==> src/rtl/functional_sequencer_pkg.sv <==
// Shared types and entry-field layout for functional_sequencer and its program memory.
// Entry layout is {A[5:4], B[3:2], I[1:0]}.
package functional_pkg;
   typedef enum logic [1:0] {IDLE, DRIVE, CAPT, FIN} state_t;

   localparam int OP_W    = 2;
   localparam int ENTRY_W = 3 * OP_W;
   localparam int A_HI    = 5;
   localparam int B_HI    = 3;
   localparam int I_HI    = 1;

   function automatic logic [OP_W-1:0] entry_field(input logic [ENTRY_W-1:0] entry, input int hi);
      return entry[hi -: OP_W];
   endfunction
endpackage

==> src/rtl/functional_sequencer_if.sv <==
// Bus between a controller and functional_sequencer: program load, run handshake,
// Functional-unit operands/result and captured results. Optional acc under FUNCSEQ_ACCUM_EN.
interface functional_sequencer_if #(parameter int DEPTH = 8);
   localparam int AW = $clog2(DEPTH);

   logic          prog_we;
   logic [AW-1:0] prog_addr;
   logic [5:0]    prog_data;
   logic [AW:0]   prog_len;
   logic          start;
   logic [1:0]    A;
   logic [1:0]    B;
   logic [1:0]    I;
   logic [1:0]    F;
   logic          res_valid;
   logic [1:0]    res_data;
   logic [AW-1:0] res_idx;
   logic          busy;
   logic          done;
`ifdef FUNCSEQ_ACCUM_EN
   logic [AW+2:0] acc;
`endif

   modport master (
      output prog_we, prog_addr, prog_data, prog_len, start, F,
      input  A, B, I, res_valid, res_data, res_idx, busy, done
`ifdef FUNCSEQ_ACCUM_EN
      , acc
`endif
   );

   modport slave (
      input  prog_we, prog_addr, prog_data, prog_len, start, F,
      output A, B, I, res_valid, res_data, res_idx, busy, done
`ifdef FUNCSEQ_ACCUM_EN
      , acc
`endif
   );
endinterface

==> src/rtl/functional_sequencer_prog_mem.sv <==
// Program store for functional_sequencer: DEPTH x 6-bit entries, synchronous write,
// asynchronous read. Contents survive reset.
module funcseq_prog_mem
   import functional_pkg::*;
#(
   parameter int DEPTH = 8
) (
   input  logic                       clk,
   input  logic                       we,
   input  logic [$clog2(DEPTH)-1:0]   waddr,
   input  logic [ENTRY_W-1:0]         wdata,
   input  logic [$clog2(DEPTH)-1:0]   raddr,
   output logic [ENTRY_W-1:0]         rdata
);
   logic [ENTRY_W-1:0] mem [DEPTH];

   always_ff @(posedge clk) begin
      if (we) mem[waddr] <= wdata;
   end

   assign rdata = mem[raddr];
endmodule

==> src/rtl/functional_sequencer.sv <==
// Drives {A,B,I} triples from a small program into the Functional unit, holds each for
// SETTLE cycles, then captures F. Optional running sum of F under FUNCSEQ_ACCUM_EN.
module functional_sequencer
   import functional_pkg::*;
#(
   parameter int DEPTH  = 8,
   parameter int SETTLE = 1
) (
   input logic                   clk,
   input logic                   rst_n,
   functional_sequencer_if.slave bus
);
   localparam int AW = $clog2(DEPTH);
   localparam int LW = AW + 1;
   localparam int WW = (SETTLE < 2) ? 1 : $clog2(SETTLE + 1);

   state_t             state;
   logic [AW-1:0]      idx;
   logic [LW-1:0]      len;
   logic [WW-1:0]      wcnt;
   logic [LW-1:0]      len_clamp;
   logic [AW-1:0]      raddr;
   logic [ENTRY_W-1:0] rdata;
   logic               mem_we;
   logic               last;

   // Idle reads entry 0 for the first step; in CAPT the next entry is prefetched.
   assign raddr     = (state == IDLE) ? '0 : idx + 1'b1;
   assign mem_we    = bus.prog_we && (state == IDLE);
   assign len_clamp = (bus.prog_len > LW'(DEPTH)) ? LW'(DEPTH) : bus.prog_len;
   assign last      = ({1'b0, idx} == (len - 1'b1));

   funcseq_prog_mem #(.DEPTH(DEPTH)) u_mem (
      .clk   (clk),
      .we    (mem_we),
      .waddr (bus.prog_addr),
      .wdata (bus.prog_data),
      .raddr (raddr),
      .rdata (rdata)
   );

   always_ff @(posedge clk) begin
      if (!rst_n) begin
         state         <= IDLE;
         idx           <= '0;
         len           <= '0;
         wcnt          <= '0;
         bus.A         <= '0;
         bus.B         <= '0;
         bus.I         <= '0;
         bus.res_valid <= 1'b0;
         bus.res_data  <= '0;
         bus.res_idx   <= '0;
         bus.busy      <= 1'b0;
         bus.done      <= 1'b0;
`ifdef FUNCSEQ_ACCUM_EN
         bus.acc       <= '0;
`endif
      end else begin
         bus.res_valid <= 1'b0;
         bus.done      <= 1'b0;
         case (state)
            IDLE: begin
               if (bus.start) begin
                  len      <= len_clamp;
                  bus.busy <= 1'b1;
`ifdef FUNCSEQ_ACCUM_EN
                  bus.acc  <= '0;
`endif
                  if (len_clamp == '0) begin
                     state <= FIN;
                  end else begin
                     bus.A <= entry_field(rdata, A_HI);
                     bus.B <= entry_field(rdata, B_HI);
                     bus.I <= entry_field(rdata, I_HI);
                     idx   <= '0;
                     wcnt  <= WW'(SETTLE);
                     state <= DRIVE;
                  end
               end
            end
            DRIVE: begin
               wcnt <= wcnt - 1'b1;
               if (wcnt == WW'(1)) state <= CAPT;
            end
            CAPT: begin
               bus.res_data  <= bus.F;
               bus.res_idx   <= idx;
               bus.res_valid <= 1'b1;
`ifdef FUNCSEQ_ACCUM_EN
               bus.acc       <= bus.acc + {{LW{1'b0}}, bus.F};
`endif
               if (last) begin
                  state <= FIN;
               end else begin
                  idx   <= idx + 1'b1;
                  bus.A <= entry_field(rdata, A_HI);
                  bus.B <= entry_field(rdata, B_HI);
                  bus.I <= entry_field(rdata, I_HI);
                  wcnt  <= WW'(SETTLE);
                  state <= DRIVE;
               end
            end
            FIN: begin
               bus.done <= 1'b1;
               bus.busy <= 1'b0;
               state    <= IDLE;
            end
            default: state <= IDLE;
         endcase
      end
   end
endmodule

==> src/flat_wrapper.sv <==
// flat-port wrapper written by rule: the top's interface ports become plain ports
module functional_sequencer_flat import functional_pkg::*;
#(
   parameter int DEPTH  = 8,
   parameter int SETTLE = 1
)
  (clk, rst_n, bus_prog_we, bus_prog_addr, bus_prog_data, bus_prog_len, bus_start, bus_F, bus_A, bus_B, bus_I, bus_res_valid, bus_res_data, bus_res_idx, bus_busy, bus_done);
  functional_sequencer_if #(.DEPTH(DEPTH)) bus_i ();
  input logic clk;
  input logic rst_n;
  input wire logic [$bits(bus_i.prog_we)-1:0] bus_prog_we;
  input wire logic [$bits(bus_i.prog_addr)-1:0] bus_prog_addr;
  input wire logic [$bits(bus_i.prog_data)-1:0] bus_prog_data;
  input wire logic [$bits(bus_i.prog_len)-1:0] bus_prog_len;
  input wire logic [$bits(bus_i.start)-1:0] bus_start;
  input wire logic [$bits(bus_i.F)-1:0] bus_F;
  output wire logic [$bits(bus_i.A)-1:0] bus_A;
  output wire logic [$bits(bus_i.B)-1:0] bus_B;
  output wire logic [$bits(bus_i.I)-1:0] bus_I;
  output wire logic [$bits(bus_i.res_valid)-1:0] bus_res_valid;
  output wire logic [$bits(bus_i.res_data)-1:0] bus_res_data;
  output wire logic [$bits(bus_i.res_idx)-1:0] bus_res_idx;
  output wire logic [$bits(bus_i.busy)-1:0] bus_busy;
  output wire logic [$bits(bus_i.done)-1:0] bus_done;
  assign bus_i.prog_we = bus_prog_we;
  assign bus_i.prog_addr = bus_prog_addr;
  assign bus_i.prog_data = bus_prog_data;
  assign bus_i.prog_len = bus_prog_len;
  assign bus_i.start = bus_start;
  assign bus_i.F = bus_F;
  assign bus_A = bus_i.A;
  assign bus_B = bus_i.B;
  assign bus_I = bus_i.I;
  assign bus_res_valid = bus_i.res_valid;
  assign bus_res_data = bus_i.res_data;
  assign bus_res_idx = bus_i.res_idx;
  assign bus_busy = bus_i.busy;
  assign bus_done = bus_i.done;
  functional_sequencer #(.DEPTH(DEPTH), .SETTLE(SETTLE)) u_core (.clk(clk), .rst_n(rst_n), .bus(bus_i));
endmodule
==> config.mk <==
export PLATFORM = sky130hd
export DESIGN_NAME = functional_sequencer_flat
export DESIGN_NICKNAME = d
export VERILOG_FILES = /design/src/rtl/functional_sequencer_pkg.sv /design/src/rtl/functional_sequencer_if.sv /design/src/rtl/functional_sequencer_prog_mem.sv /design/src/rtl/functional_sequencer.sv /design/src/flat_wrapper.sv
export SDC_FILE = /design/constraint.sdc
export NUM_CORES = 1
export LEC_CHECK = 0
export ABC_AREA = 1
export CORE_MARGIN = 4
export CORE_UTILIZATION = 55
export DETAILED_ROUTE_END_ITERATION = 7
export PLACE_DENSITY = 0.77
export SLEW_MARGIN = 10
export SYNTH_ARGS = -nofsm -noshare
export SYNTH_HDL_FRONTEND = slang
export SYNTH_HIERARCHICAL = 1
export SYNTH_SLANG_ARGS = --single-unit
==> constraint.sdc <==
create_clock -name clk -period 2 [get_ports clk]
set_input_delay 0.2 -clock clk [delete_from_list [all_inputs] [get_ports clk]]
set_output_delay 0.2 -clock clk [all_outputs]
set_load 0.03 [all_outputs]
== Word-level counts from Yosys, hierarchy flattened ==
Memories as Yosys holds them, arrays and structs flattened.
Index checks and enable logic that the tools add are counted.

* Input port bits: 19
* Bits in writable memories: 48
* Register bits after elaboration: 24
* Logic and storage cells: 69
* Memories: 1

{| class="wikitable"
|+ Memory list
! name !! depth !! bits a word !! rd ports !! clocked after Yosys merged registers in !! write ports !! line !! source
|-
| u_core.u_mem.mem || 8 || 6 || 1 || 0 || 1 || functional_sequencer_prog_mem.sv:15 || <nowiki>logic [ENTRY_W-1:0] mem [DEPTH];</nowiki>
|}

* Equality and inequality tests: 8
* Order comparisons: 1
* Add/subtract/negate cells: 3
* Reductions and logical operators: 11
* Mux-type cells: 33

{| class="wikitable"
|+ Operators with widths
! kind !! number
|-
| $mux W2 || 13
|-
| $mux W3 || 4
|-
| $pmux W2 S2 || 3
|-
| $mux W1 || 8
|-
| $pmux W2 S4 || 1
|-
| $reduce_and A4 Y1 || 2
|-
| $ne A2 B2 Y1 const B || 3
|-
| $pmux W3 S2 || 1
|-
| $reduce_and A2 Y1 || 3
|-
| $eq A2 B2 Y1 const B || 2
|-
| $eq A3 B4 Y1 || 1
|-
| $gt A4 B4 Y1 const B || 1
|-
| $logic_not A4 Y1 || 1
|-
| $mux W4 || 1
|-
| $reduce_bool A2 Y1 || 2
|-
| $sub A4 B1 Y4 const B || 1
|-
| $add A3 B1 Y3 const B || 1
|-
| $pmux W1 S3 || 1
|-
| $reduce_bool A3 Y1 || 1
|-
| $eq A2 B1 Y1 const B || 1
|-
| $logic_not A2 Y1 || 1
|-
| $ne A2 B1 Y1 const B || 1
|-
| $pmux W1 S2 || 1
|-
| $logic_and A1 B1 Y1 || 1
|-
| $sub A1 B1 Y1 const B || 1
|}

== Depth between registers and ports, before layout ==
* Word-level depth: 6
* Depth in mapped cells: 14
* Mapped depth without buffers: 12

== Hierarchy ==
Netlist, hierarchy kept.

{| class="wikitable"
|+ Modules (own cells, without submodules)
! module !! cells each !! instances !! sequential area each (µm²) !! area each (µm²)
|-
| funcseq_prog_mem || 225 || 1 || 1441.4 || 2170.8
|-
| functional_sequencer || 166 || 1 || 480.5 || 1192.4
|}

== Worst setup path after synthesis ==
Ideal clock, no wire load.

* Path kind: flip-flop to flip-flop
* Start: register u_core.idx[0]
* End: register u_core.bus.A[0]
* Path slack: 0.411 ns
* Arrival: 1.476 ns
* Clock period less this slack: 1.589 ns
* Cell stages (with the launch flop): 12
* Path buffers: 0
* Library setup time: 0.114 ns
* Cell sequence: dfxtp_1 ha_1 xor2_1 inv_1 nor2_1 inv_1 nand2_1 nand2_1 inv_1 nand3_1 nand2_1 nor2_1

* Longest elaborated chain between the ends: 6
* Elaborated cells on any way between the ends: 10

{| class="wikitable"
|+ RTL lines
! what !! line !! source
|-
| start, declared || functional_sequencer.sv:18 || <nowiki>logic [AW-1:0] idx;</nowiki>
|-
| start signal, assigned || functional_sequencer.sv:96 || <nowiki>idx <= idx + 1'b1;</nowiki>
|-
| $add A3 B1 Y3 * || functional_sequencer.sv:28 || <nowiki>assign raddr = (state == IDLE) ? '0 : idx + 1'b1;</nowiki>
|-
| $mux W3 * || functional_sequencer.sv:28 ||
|-
| via u_core.raddr[2] || functional_sequencer.sv:22 || <nowiki>logic [AW-1:0] raddr;</nowiki>
|-
| $mem_v2 Z8 W6 * || - ||
|-
| via u_core.rdata[4] || functional_sequencer.sv:23 || <nowiki>logic [ENTRY_W-1:0] rdata;</nowiki>
|-
| $mux W2 || functional_sequencer.sv:70 || <nowiki>if (len_clamp == '0) begin</nowiki>
|-
| $mux W2 || functional_sequencer.sv:64 || <nowiki>if (bus.start) begin</nowiki>
|-
| $pmux W2 S2 * || functional_sequencer.sv:62 || <nowiki>case (state)</nowiki>
|-
| end signal, assigned || functional_sequencer.sv:73 || <nowiki>bus.A <= entry_field(rdata, A_HI);</nowiki>
|-
| end signal, assigned || functional_sequencer.sv:97 || <nowiki>bus.A <= entry_field(rdata, A_HI);</nowiki>
|-
| end, declared || functional_sequencer_if.sv:34 || <nowiki>output A, B, I, res_valid, res_data, res_idx, busy, done</nowiki>
|}

Mark *: on every way through the listed nets, which the timed path passes. The rest lies on a longest branch. The select of a mux whose other input is x is not followed.
A chain may end at the register's enable or synchronous reset.

== Final worst setup path ==
* Start: register u_core.idx[0]
* End: register u_core.bus.B[0]

* Longest elaborated chain between the ends: 6
* Elaborated cells on any way between the ends: 10

{| class="wikitable"
|+ RTL lines
! what !! line !! source
|-
| $add A3 B1 Y3 * || functional_sequencer.sv:28 ||
|-
| $mux W3 * || functional_sequencer.sv:28 ||
|-
| via u_core.raddr[1] || functional_sequencer.sv:22 ||
|-
| $mem_v2 Z8 W6 * || - ||
|-
| via u_core.rdata[2] || functional_sequencer.sv:23 ||
|-
| $mux W2 || functional_sequencer.sv:70 ||
|-
| $mux W2 || functional_sequencer.sv:64 ||
|-
| $pmux W2 S2 * || functional_sequencer.sv:62 ||
|-
| end signal, assigned || functional_sequencer.sv:74 || <nowiki>bus.B <= entry_field(rdata, B_HI);</nowiki>
|-
| end signal, assigned || functional_sequencer.sv:98 || <nowiki>bus.B <= entry_field(rdata, B_HI);</nowiki>
|-
| end, declared || functional_sequencer_if.sv:34 ||
|}

Marked as above.

==> results_tabular.tex <==
\begin{tabular}{lr}
\hline
Metric & Value \\
\hline
\multicolumn{2}{l}{\textbf{Run status}} \\
Status & completed \\
\multicolumn{2}{l}{\textbf{Worst setup path}} \\
Kind of critical path & reg -> reg \\
R2R cell count & 12 \\
Arrival time at the worst endpoint & 2020 ps \\
R2R Setup Slk & 270 ps \\
Worst R2R End & u\_core/bus.B[0] \\
Crit-path max FO & 12 \\
Crit start category & flip-flop \\
Required time at the worst-slack endpoint & 2290 ps \\
Source of the worst register-to-register timing path & u\_core/idx[0] \\
Endpoint type of the worst setup path & flip-flop \\
\multicolumn{2}{l}{\textbf{Placed design}} \\
Dpl cell area & 3770 um\^{}2 \\
Number of port buffers & 32 \\
Worst slack, placed & 225 ps \\
Detail Placement HPWL & 4.84 mm \\
RePlAce Congestion & 0.862 \\
\multicolumn{2}{l}{\textbf{Global route}} \\
Global routing met3 resource utilization & 0.0456 \\
Global-route usage over all layers & 0.199 \\
Vias in the first global route & 2442 \\
Number of antenna violations at the first check in global routing & 0 \\
Met1 routing resource usage after global routing & 0.241 \\
Largest net degree at the start of global routing & 25 \\
Wire length of the first global-routing pass & 11.2 mm \\
Remaining Overflow, GRT & 0 \\
Met2 demand-to-capacity share in global routing & 0.336 \\
Most congested layer reported by global routing & met2 \\
\multicolumn{2}{l}{\textbf{Cells and area}} \\
Antenna diodes & 0 \\
Share of post-route cells with drive strength above 1 & 0.105 \\
Synth-to-Final Area Change & 17.4\% \\
Nets & 457 \\
Final standard cell utilization of the core & 0.667 \\
Final standard cell area without fillers & 3950 um\^{}2 \\
\multicolumn{2}{l}{\textbf{Yosys}} \\
Synthesized cell area & 3360 um\^{}2 \\
Cell type contributing the most total cell area after synthesis & sky130\_fd\_sc\_hd\_\_edfxtp\_1 \\
Fraction of post-synthesis cell area in the top cell type by area & 0.429 \\
Syn avg cell area & 8.60 um\^{}2 \\
Synth warn & 6 \\
Sequential cell area fraction in the yosys report & 0.571 \\
Cells after synthesis & 391 \\
Flip-flop and latch count after synthesis & 72 \\
Leading post-synthesis cells by cell area & sky130\_fd\_sc\_hd\_\_edfxtp\_1 43\%, sky130\_fd\_sc\_hd\_\_dfxtp\_1 14\%, sky130\_fd\_sc\_hd\_\_nand2\_1 13\% \\
Netlist cell types & 28 \\
Syn Nets & 412 \\
\multicolumn{2}{l}{\textbf{STA}} \\
Final Hold Violating Endpoints & 0 \\
Unrepaired setup endpoints after global routing & false \\
Setup total negative slack & 0 ps \\
Headroom to the max-slew limit & 0.649 \\
Tightest Pin Transition & 524 ps \\
Tcrit/Tclk final & 0.866 \\
Final setup fails & 0 \\
Count of final max-slew check failures & 0 \\
Worst setup skew after layout & 6.00 ps \\
Min cycle time layout & 1730 ps \\
Smallest setup slack after layout & 268 ps \\
Worst hold slack & 447 ps \\
Max Clock Freq & 577 MHz \\
\multicolumn{2}{l}{\textbf{Clock network}} \\
Clock H-tree levels & 3 \\
Number of buffers inserted for hold repair after clock tree synthesis & 0 \\
Total setup buffers inserted after CTS & 0 \\
CTS buffer count & 9 \\
TritonCTS clock tree & yes \\
Post\_cts resized & 0 \\
Post-CTS clock slew at the launch and capture registers of the worst setup and hold paths & 70 ps \\
Clock latency on the worst-skew pair & 350 ps \\
Maximum root-to-sink buffer count & 2 \\
Root Driver & sky130\_fd\_sc\_hd\_\_clkbuf\_8 \\
TritonCTS sink count & 72 \\
\multicolumn{2}{l}{\textbf{Die}} \\
Effective utilization at floorplan & 0.568 \\
I/O Pins & 33 \\
\# rows & 28 \\
Die outline height & 86.2 um \\
Overall die width & 86.2 um \\
DIE AREA & 7430 um\^{}2 \\
Area of the core & 5920 um\^{}2 \\
\multicolumn{2}{l}{\textbf{Min path}} \\
Hold path startpoint & bus\_F[0] \\
Path type of the worst min-delay path & in -> reg \\
Hold-critical path endpoint & u\_core/bus.res\_data[0] \\
WHS Path Cells & 3 \\
\multicolumn{2}{l}{\textbf{Job}} \\
Count of max-cap constraint violations & 0 \\
\multicolumn{2}{l}{\textbf{Route}} \\
DRC & 0 \\
Routed wire length per instance & 13.2 um \\
Antenna viol nets, final & 0 \\
Router iterations before antenna repair & 5 \\
Vias per inst & 4.97 \\
Detailed-route wire length & 6.78 mm \\
DRC marker count from the first detailed-route iteration & 181 \\
Via count of the routed design & 2558 \\
\multicolumn{2}{l}{\textbf{Pwr}} \\
Power per unit of standard cell area & 900 nW/um\^{}2 \\
Leakage & 0.00181 uW \\
Maximum vdd ir drop & 0.529 mV \\
\hline
\end{tabular}
metrics by stage:
stage / instances / power, uW
floorplan: 391 / 2310
global placement: 500 / 2490
detailed placement: 500 / 2520
CTS: 515 / 3580
global route: 515 / 3750
finish: 515 / 3550
area by class of cell:
type / count / area (um^2)
Fill cell: 501 / 1970
Clock inverter: 5 / 48.8
Multi-Input combinational cell: 229 / 1030
Tap cell: 75 / 93.8
Clock buffer: 10 / 128
Inverter: 79 / 304
Sequential cell: 72 / 1920
Timing Repair Buffer: 45 / 418
critical path, stage by stage, from the launching register on:
cell	delay, ps
sky130_fd_sc_hd__dfxtp_1	370
sky130_fd_sc_hd__ha_1	320
sky130_fd_sc_hd__inv_1	40
sky130_fd_sc_hd__nor2_1	170
sky130_fd_sc_hd__buf_4	230
sky130_fd_sc_hd__nand3_1	100
sky130_fd_sc_hd__nand2_1	90
sky130_fd_sc_hd__nand2_1	50
sky130_fd_sc_hd__nand2_1	60
sky130_fd_sc_hd__inv_1	40
sky130_fd_sc_hd__nand3_1	70
sky130_fd_sc_hd__nand2_1	50
sky130_fd_sc_hd__nor2_1	80
power breakdown:
group | internal, uW | switching [uW] | total, uW
Clock | 559 | 507 | 1070
Combinational | 295 | 483 | 778
Sequential | 1660 | 46.7 | 1710
Total | 2520 | 1040 | 3550
cell usage in the layout (no fill, tap or decap), types with 3 or more instances in the layout:
cell type and n:
sky130_fd_sc_hd__nand3_1 39, sky130_fd_sc_hd__buf_4 13, sky130_fd_sc_hd__nor2_1 37, sky130_fd_sc_hd__nand2_1 116, sky130_fd_sc_hd__clkdlybuf4s50_1 32, sky130_fd_sc_hd__clkbuf_8 9
sky130_fd_sc_hd__a21oi_1 6, sky130_fd_sc_hd__nor2_2 4, sky130_fd_sc_hd__dfxtp_1 24, sky130_fd_sc_hd__o21ai_0 6, sky130_fd_sc_hd__edfxtp_1 48, sky130_fd_sc_hd__a21oi_2 9
sky130_fd_sc_hd__inv_1 74, sky130_fd_sc_hd__clkinv_2 3
cell usage after synthesis, drive strengths merged:
master,number
nand2,118
inv,77
edfxtp,48
nor2,42
nand3,39
dfxtp,24
a21oi,15
buf,11
o21ai,7
clkinv,2
ha,2
a211oi,1
a22oi,1
a31oi,1
nand3b,1
o211a,1
xor2,1
routing by layer:
layer  share of wire  wire [um]
met4           0.016        107
met2            0.49       3340
met5               0          0
met3           0.051        345
met1            0.44       2980
logic make-up after synthesis:
group	synth area share
flops	0.571
compound gates	0.0521
xor+xnor	0.00260
simple gates	0.246
buf+inv	0.121
fa+ha+maj	0.00744
worst max path at each step:
stage                                         to          start  cells after the start
after global routing             u_core/bus.A[0]  u_core/idx[0]                     12
after floorplan                  u_core/bus.A[0]  u_core/idx[0]                     11
after global placement    u_core/u_mem/mem[2][3]    bus_prog_we                      5
final                            u_core/bus.B[0]  u_core/idx[0]                     12
after detailed placement  u_core/u_mem/mem[2][3]    bus_prog_we                      5
after CTS                        u_core/bus.B[0]  u_core/idx[0]                     12
flip-flops by register name, indices dropped and copies added, names as in the netlist, 2 cells and up:
signal / count
u_core/u_mem/mem: 48
u_core/len: 4
u_core/bus.res_idx: 3
u_core/idx: 3
u_core/bus.A: 2
u_core/bus.B: 2
u_core/bus.I: 2
u_core/bus.res_data: 2
u_core/state: 2
(Power assumes the default switching activity.)
